--- config.mk ---
export PLATFORM = sky130hd
export DESIGN_NAME = ysyx_22040088_lsu
export DESIGN_NICKNAME = d
export VERILOG_FILES = /design/src/rtl/ysyx_22040088_lsu.sv
export SDC_FILE = /design/constraint.sdc
export NUM_CORES = 1
export LEC_CHECK = 0
export CORE_MARGIN = 1
export CORE_UTILIZATION = 35
export DETAILED_ROUTE_END_ITERATION = 8
export HOLD_SLACK_MARGIN = 0.02
export SLEW_MARGIN = 30
export SYNTH_ARGS = -nofsm -noshare
export SYNTH_HDL_FRONTEND = slang
export SYNTH_SLANG_ARGS = --single-unit
--- constraint.sdc ---
create_clock -name clk -period 9.4 [get_ports clk]
set_input_delay 1.88 -clock clk [delete_from_list [all_inputs] [get_ports clk]]
set_output_delay 1.88 -clock clk [all_outputs]
set_load 0.05 [all_outputs]
--- src/rtl/ysyx_22040088_lsu.sv ---
// ysyx_22040088_lsu: multi-cycle load/store unit between EXU and WBU.
//
// Accepts one memory-control bundle per transaction from EXU (in_valid/in_ready),
// issues a single aligned 64-bit request on the data bus (bus_req_*), waits for
// the response (bus_resp_*), then presents the extracted and extended load result
// to WBU (out_valid/out_ready). Pass-through and faulting operations skip the bus
// and go straight to the result state.
//
// Ports:
//   clk, rst                 clock, asynchronous active-high reset
//   in_valid / in_ready      EXU handshake
//   mem_ena, mem_wen         access enable, store (1) / load (0)
//   mem_mask                 one-hot size: 0001=8B, 0010=4B, 0100=2B, 1000=1B
//   sel_memdata              bit1 selects zero-extension of load data
//   addr, wdata              byte address, right-justified store data
//   out_valid / out_ready    WBU handshake
//   out_rdata, out_err       extended load data, misalign / bad-mask flag
//   bus_req_valid/ready      bus request handshake
//   bus_addr, bus_wen        aligned address, write request
//   bus_wdata, bus_wstrb     lane-shifted store data, byte strobes
//   bus_resp_valid/ready     bus response handshake
//   bus_rdata                aligned 64-bit read data
module ysyx_22040088_lsu (
    input  logic        clk,
    input  logic        rst,
    input  logic        in_valid,
    output logic        in_ready,
    input  logic        mem_ena,
    input  logic        mem_wen,
    input  logic [3:0]  mem_mask,
    input  logic [1:0]  sel_memdata,
    input  logic [63:0] addr,
    input  logic [63:0] wdata,
    output logic        out_valid,
    input  logic        out_ready,
    output logic [63:0] out_rdata,
    output logic        out_err,
    output logic        bus_req_valid,
    input  logic        bus_req_ready,
    output logic [63:0] bus_addr,
    output logic        bus_wen,
    output logic [63:0] bus_wdata,
    output logic [7:0]  bus_wstrb,
    input  logic        bus_resp_valid,
    output logic        bus_resp_ready,
    input  logic [63:0] bus_rdata
);

    typedef enum logic [1:0] {
        StIdle,
        StReq,
        StResp,
        StDone
    } state_e;

    state_e state_q, state_d;

    // Operation context captured at accept time.
    logic        wen_q, wen_d;
    logic [3:0]  mask_q, mask_d;
    logic        zext_q, zext_d;
    logic [2:0]  off_q, off_d;

    // Registered outputs.
    logic        in_ready_q, in_ready_d;
    logic        out_valid_q, out_valid_d;
    logic [63:0] out_rdata_q, out_rdata_d;
    logic        out_err_q, out_err_d;
    logic        bus_req_valid_q, bus_req_valid_d;
    logic [63:0] bus_addr_q, bus_addr_d;
    logic        bus_wen_q, bus_wen_d;
    logic [63:0] bus_wdata_q, bus_wdata_d;
    logic [7:0]  bus_wstrb_q, bus_wstrb_d;
    logic        bus_resp_ready_q, bus_resp_ready_d;

    // Request-side decode of the incoming bundle.
    logic        mask_ok;
    logic [2:0]  size_m1;
    logic [7:0]  strb;
    logic        misalign;
    logic        issue;

    always_comb begin
        mask_ok = 1'b1;
        size_m1 = 3'd0;
        strb    = 8'h00;
        case (mem_mask)
            4'b0001: begin size_m1 = 3'd7; strb = 8'hFF; end
            4'b0010: begin size_m1 = 3'd3; strb = 8'h0F << addr[2:0]; end
            4'b0100: begin size_m1 = 3'd1; strb = 8'h03 << addr[2:0]; end
            4'b1000: begin size_m1 = 3'd0; strb = 8'h01 << addr[2:0]; end
            default: mask_ok = 1'b0;
        endcase
    end

    assign misalign = (addr[2:0] & size_m1) != 3'd0;
    assign issue    = mem_ena & mask_ok & ~misalign;

    // Response-side extraction: move the addressed lane down, then extend.
    logic [63:0] rsh;
    logic [63:0] load_data;

    assign rsh = bus_rdata >> {off_q, 3'b000};

    always_comb begin
        load_data = 64'd0;
        case (mask_q)
            4'b0001: load_data = rsh;
            4'b0010: load_data = zext_q ? {32'd0, rsh[31:0]} : {{32{rsh[31]}}, rsh[31:0]};
            4'b0100: load_data = zext_q ? {48'd0, rsh[15:0]} : {{48{rsh[15]}}, rsh[15:0]};
            4'b1000: load_data = zext_q ? {56'd0, rsh[7:0]}  : {{56{rsh[7]}}, rsh[7:0]};
            default: load_data = 64'd0;
        endcase
    end

    always_comb begin
        state_d     = state_q;
        wen_d       = wen_q;
        mask_d      = mask_q;
        zext_d      = zext_q;
        off_d       = off_q;
        out_rdata_d = out_rdata_q;
        out_err_d   = out_err_q;
        bus_addr_d  = bus_addr_q;
        bus_wen_d   = bus_wen_q;
        bus_wdata_d = bus_wdata_q;
        bus_wstrb_d = bus_wstrb_q;

        case (state_q)
            StIdle: begin
                if (in_valid) begin
                    wen_d       = mem_wen;
                    mask_d      = mem_mask;
                    zext_d      = sel_memdata[1];
                    off_d       = addr[2:0];
                    bus_addr_d  = {addr[63:3], 3'b000};
                    // Write qualifiers only go high for an access that is really issued.
                    bus_wen_d   = issue & mem_wen;
                    bus_wdata_d = wdata << {addr[2:0], 3'b000};
                    bus_wstrb_d = (issue & mem_wen) ? strb : 8'h00;
                    out_rdata_d = 64'd0;
                    out_err_d   = mem_ena & ~issue;
                    state_d     = issue ? StReq : StDone;
                end
            end
            StReq: begin
                if (bus_req_ready) begin
                    state_d = StResp;
                end
            end
            StResp: begin
                if (bus_resp_valid) begin
                    out_rdata_d = wen_q ? 64'd0 : load_data;
                    state_d     = StDone;
                end
            end
            StDone: begin
                if (out_ready) begin
                    state_d = StIdle;
                end
            end
            default: state_d = StIdle;
        endcase

        // Handshake outputs are decodes of the next state, registered below.
        in_ready_d       = (state_d == StIdle);
        bus_req_valid_d  = (state_d == StReq);
        bus_resp_ready_d = (state_d == StResp);
        out_valid_d      = (state_d == StDone);
    end

    always_ff @(posedge clk or posedge rst) begin
        if (rst) begin
            state_q          <= StIdle;
            wen_q            <= 1'b0;
            mask_q           <= 4'd0;
            zext_q           <= 1'b0;
            off_q            <= 3'd0;
            in_ready_q       <= 1'b0;
            out_valid_q      <= 1'b0;
            out_rdata_q      <= 64'd0;
            out_err_q        <= 1'b0;
            bus_req_valid_q  <= 1'b0;
            bus_addr_q       <= 64'd0;
            bus_wen_q        <= 1'b0;
            bus_wdata_q      <= 64'd0;
            bus_wstrb_q      <= 8'd0;
            bus_resp_ready_q <= 1'b0;
        end else begin
            state_q          <= state_d;
            wen_q            <= wen_d;
            mask_q           <= mask_d;
            zext_q           <= zext_d;
            off_q            <= off_d;
            in_ready_q       <= in_ready_d;
            out_valid_q      <= out_valid_d;
            out_rdata_q      <= out_rdata_d;
            out_err_q        <= out_err_d;
            bus_req_valid_q  <= bus_req_valid_d;
            bus_addr_q       <= bus_addr_d;
            bus_wen_q        <= bus_wen_d;
            bus_wdata_q      <= bus_wdata_d;
            bus_wstrb_q      <= bus_wstrb_d;
            bus_resp_ready_q <= bus_resp_ready_d;
        end
    end

    assign in_ready       = in_ready_q;
    assign out_valid      = out_valid_q;
    assign out_rdata      = out_rdata_q;
    assign out_err        = out_err_q;
    assign bus_req_valid  = bus_req_valid_q;
    assign bus_addr       = bus_addr_q;
    assign bus_wen        = bus_wen_q;
    assign bus_wdata      = bus_wdata_q;
    assign bus_wstrb      = bus_wstrb_q;
    assign bus_resp_ready = bus_resp_ready_q;

endmodule

* Word level (Yosys, flattened, before mapping) *
Index checks and enable logic that the tools add are counted.

storage, ports and cells
  word-level logic and storage cells = 68
  input bits = 206
  flip-flop bits (word level) = 214
  output and inout port bits = 206

operators by class
  mux-type cells = 18
  reduce and logical (&&, ||, !) cells = 7
  bitwise gates (word level) = 7
  eq/ne operators = 16
  shift operators = 5

operators with widths
  operator             count
  $mux 64              6
  $pmux 64 s4          1
  $pmux 64 s2          1
  $shl 64x6->64        1
  $shr 64x6->64        1
  $pmux 8 s4           1
  $mux 2               5
  $pmux 3 s3           1
  $eq 2x2->1 const B   4
  $eq 4x1->1 const B   2
  $eq 4x2->1 const B   2
  $eq 4x3->1 const B   2
  $eq 4x4->1 const B   2
  $mux 8               1
  $pmux 2 s4           1
  $shl 1x3->8 const A  1
  $shl 2x3->8 const A  1
  $shl 4x3->8 const A  1
  $and 1x1->1          4
  $eq 2x1->1 const B   2
  $logic_not 2->1      2
  $ne 2x2->1 const B   2
  $reduce_or 4->1      1
  $and 3x3->3          1
  6 further kinds      7

* Longest topological paths before layout *
  depth after elaboration = 10
  mapped depth = 9

* Least setup slack after synthesis *
OpenSTA, ideal clock, no wires.

  path kind = input to register
  start point = in mem_mask[2]
  end point = reg state_q[1]
  setup time = 0.127 ns
  required time = 9.273 ns
  arrival = 3.218 ns
  stages = 7
  path buffers = 2
  path slack = 6.055 ns
  path through = buf_2 > or2_1 > clkbuf_1 > nor2_2 > o22ai_1 > o21a_1 > or2_2

on the way
  longest elaborated chain between the ends = 9
  elaborated cells on any way between the ends = 15
  those cells by class = eq/ne: 4; mux: 5; bitwise: 4; reduce/logical: 2

RTL lines
  element                                   line  RTL
  start: declaration                        30    input logic [3:0] mem_mask,
  $eq 4x3->1, or another cell as far along  87    case (mem_mask)
  $pmux 3 s3                                87
  $and 3x3->3                               96    assign misalign = (addr[2:0] & size_m1) != 3'd0;
  $reduce_bool 3->1                         96
  $not 1->1                                 97    assign issue = mem_ena & mask_ok & ~misalign;
  $and 1x1->1 *                             97
  $mux 2 *                                  143   state_d = issue ? StReq : StDone;
  $mux 2 *                                  131   if (in_valid) begin
  $pmux 2 s4 *                              129   case (state_q)
  via state_d[1]                            56    state_e state_q, state_d;
  end signal: assignment                    174   state_q <= StIdle;
  end signal: assignment                    190   state_q <= state_d;
  end: declaration                          56

The timed path passes the listed nets; every way through them passes the cells marked *.
A chain may end at the register's enable or synchronous reset.

* Worst setup path in the final report *
  start point = in in_valid
  end point = reg bus_wdata_q[0], in the netlist bus_wdata[0]

on the way
  longest elaborated chain between the ends = 1

RTL lines
  element                            line  RTL
  start: declaration                 26    input logic in_valid,
  $reduce_and 2->1 (no source line)  -
  end signal: assignment             202   bus_wdata_q <= bus_wdata_d;
  end: declaration                   72    logic [63:0] bus_wdata_q, bus_wdata_d;

Every way passes these cells.

==> summary by stage <==
Status
The run finished with clean final reports.

Worst setup path
The critical path class is in -> reg. The worst setup path is captured at a flop. The nature of the critical path startpoint is a primary input. The maximum net fanout on the critical path is 88. Data on the critical path is required at its endpoint by 9.81 ns. The longest individual stage delay on the worst path is 0.81 ns.

The number of buffer and inverter instances along the worst setup path is 2. The slowest stage of the critical path is the buf_4 cell. In this design, the largest share of critical-path delay is due to buffers and inverters. For the worst setup path, the data arrival time is 4.55 ns. Traced cell by cell, the critical path runs through clkdlybuf4s50_1 > nand2_4 > buf_4 > nor2_1 > a22o_1.

Yosys
The number of enable-type register cells in the synthesized netlist is 0. For this run, the number of Yosys warnings is 0. The distinct cell type count after synthesis is 55. After synthesis the cells add up to 0.0115 mm². nand2_1 is the most common cell in the netlist.

The largest total area in the synthesized netlist belongs to dfrtp_1. The total of flip-flops plus latches after synthesis is 214. The average cell area after synthesis is 9.33 µm². Of the post-synthesis cell area, the dominant cell type holds 0.464. The cell count after synthesis came out at 1237. The async set-or-reset flop fraction in the synthesized netlist is 1.00. The leading register cell type out of synthesis is dfrtp_1.

Ranked by instance count, the synthesized netlist is headed by nand2_1 (329), dfrtp_1 (214), o21ai_0 (116), mux2i_1 (101), clkbuf_1 (67). The share of the Yosys chip area taken by registers is 0.464. In the post-synthesis netlist, the biggest area contributors are dfrtp_1 (46%), nand2_1 (11%), mux2i_1 (8.8%).

GRT
The first global-routing pass estimated 64.5 mm of wire. The pin count of the biggest net entering global routing is 115. The number of antenna violations at the first check in global routing is 3. The total global routing track utilization is 0.249. The residual overflow from global routing is 0. The number of global-route vias before repair was 10500.

Timing
Hold timing on the final database bottoms out at a slack of 0.471 ns. Setup repair after global routing left no endpoint under its margin. The final worst-path setup slack is 5.26 ns. The maximum achievable frequency is 241 MHz. For the finished layout, the period the worst path requires is 4.14 ns. The final number of setup-violating endpoints is 0.

In this run the tightest slew margin relative to its limit is 0.360. The final setup TNS is 0 ns. The max-slew violation count is 0. The number of failing hold endpoints at the final stage is 0. The slew of the pin with the lowest slew margin is 0.959 ns. Dividing the final minimum period by the clock period gives 0.441.

The final setup skew is 0.0210 ns.

CTS
The number of sinks handled by clock tree synthesis is 214. TritonCTS built the clock tree. The post-cts sizing count is 0.

The number of buffers created by CTS is 26. The tree is rooted in a clkbuf_16. The maximum count of clock buffers along a single path is 3. The number of levels in the clock H-tree is 1. The hold buffer count at CTS is 0. The clock slew at the register clock pins of the worst setup and hold paths is 0.06 ns.

For the worst-skew pair, the clock arrives at the later sink with an insertion delay of 0.53 ns. After clock tree synthesis, the setup repair step added 0 buffers.

Layout
In the final layout, the share of cells above drive strength 1 is 0.0702. The area growth from synthesis to layout is 44.9%. After the last flow step, the layout net total stands at 1785. For this run, the share of the core covered by cells in the final layout is 0.515.

Place
The wire-length estimate of the detail-placed layout is 30.6 mm. The congestion estimate from routability-driven global placement came to 0.913. The minimum setup slack after placement is 4.70 ns. The count of buffers inserted at the top-level ports is 407.

Power
The sequential power share is 0.264. The cell internal power dissipation is 2.90 mW. IR analysis of the VDD net gives a maximum drop of 0.000202 V. The share of total power dissipated in combinational logic is 0.555. The total chip power is 5.60 mW. The reported leakage power is 7.18 nW. In this run the power density over the cells is 335 mW/mm². The proportion of total power due to net switching is 0.482. In this run the power spent charging and discharging nets is 2.70 mW.

The clock share of power is 0.181.

Detailed routing
The via count is 10700. The total length of routed wires is 43.2 mm. The DRC violations left is 0. After detailed routing, the average wire length per cell comes to 21.2 µm. The topmost layer with routed signal wires is met4. In the detailed route, the total length drawn on met3 is 4.04 mm. The total met2 wirelength after detailed routing is 20.0 mm. The met1 routed wirelength after detailed routing is 18.4 mm.

The count of antenna-violating nets left after detailed routing is 0. The via density per instance is 5.24. The pre-antenna-repair detailed-routing pass consisted of 7 iterations.

The initial DRC count is 727.

Floorplan
The total area inside the core boundary comes to 0.0325 mm². For this configuration, the core starts out at a cell density of 0.356. The die height is 184 µm.

The total number of placement rows is 66. The floorplan die width is 184 µm. The top-level port count is 412. The die covers 0.0337 mm².

Job
Max-cap violations in this run came to 0.

Min path
The path class of the lowest-slack min-delay path is reg -> reg.
through the flow:
step,cell area (µm²),cells
after CTS,16700,2037
after global routing,16700,2039
after detailed placement,15800,1992
final,16700,2041
after floorplan,11500,1239
after global placement,15800,1992
power groups by stage:
stage / Combinational [mW] / Clock, mW / Sequential [mW]
floorplan: 1.02 / 0 / 2.48
global route: 3.28 / 1.08 / 1.52
CTS: 3.12 / 1.04 / 1.48
finish: 3.11 / 1.01 / 1.48
global placement: 3.09 / 0 / 1.48
detailed placement: 3.11 / 0 / 1.48
logic make-up (layout without fill, tap and decap cells):
kind of cell,after synthesis,after routing,synth area share
flip-flops,214,214,0.464
XOR/XNOR,5,5,0.00380
AND/OR/NAND/NOR,407,407,0.149
other,1,6,0.000325
buffers and inverters,125,482,0.0462
multiplexers,140,140,0.142
AO/OA/AOI/OAI,345,345,0.195
cells in the final DEF, fill, tap and decap left out, drive strengths merged, types with 16 or more instances in the layout:
master and n:
a211oi 24, a21oi 55, a221o 16, a22o 34, a22oi 22, buf 16, clkbuf 42, clkdlybuf4s50 404
dfrtp 214, inv 18, mux2 22, mux2i 101, mux4 17, nand2 329, nor2 21, nor2b 17
o21a 18, o21ai 116, o22ai 18
sequential cells by signal, summed over array words and instances, names as in the netlist, 2 cells and up:
signal,count
bus_addr,61
bus_wdata,64
bus_wstrb,8
mask_q,4
off_q,3
out_rdata,64
state_q,2
area by class of cell:
| cell class | instances | area (µm²) |
|---|---|---|
| antenna | 3 | 7.51 |
| multi-input combinational | 900 | 5690 |
| timing repair buffer | 420 | 4180 |
| clock buffer | 42 | 812 |
| tap | 442 | 553 |
| clock inverter | 3 | 46.3 |
| inverter | 17 | 71.3 |
| fill | 3023 | 15700 |
| sequential | 214 | 5360 |
path summary, 6_finish.rpt:
kind / cells past startpoint / slack [ns] / end / start
worst max register to register: 7 / 6.15 / out_rdata[55] / off_q[0]
worst max-delay path: 5 / 5.26 / bus_wdata[0] / in_valid
max in group asynchronous: 3 / 6.06 / bus_addr[47] / rst
min in group asynchronous: 2 / 1.93 / bus_addr[34] / rst
worst min-delay path: 2 / 0.47 / wen_q / wen_q
worst min register to register: 2 / 0.47 / wen_q / wen_q
worst min-delay path: cells and delay by family, from the launching register on:
kind	cells	cell delay, ns
flops	1	0.34
simple gates	2	0.10
per-layer routing:
metal,global-route usage,vias to the layer above
met4,0.0540,0
met5,0,-
met2,0.399,433
met1,0.335,5165
li1,-,5065
met3,0.0672,39
Note: power is estimated with default switching activity, not from simulation.
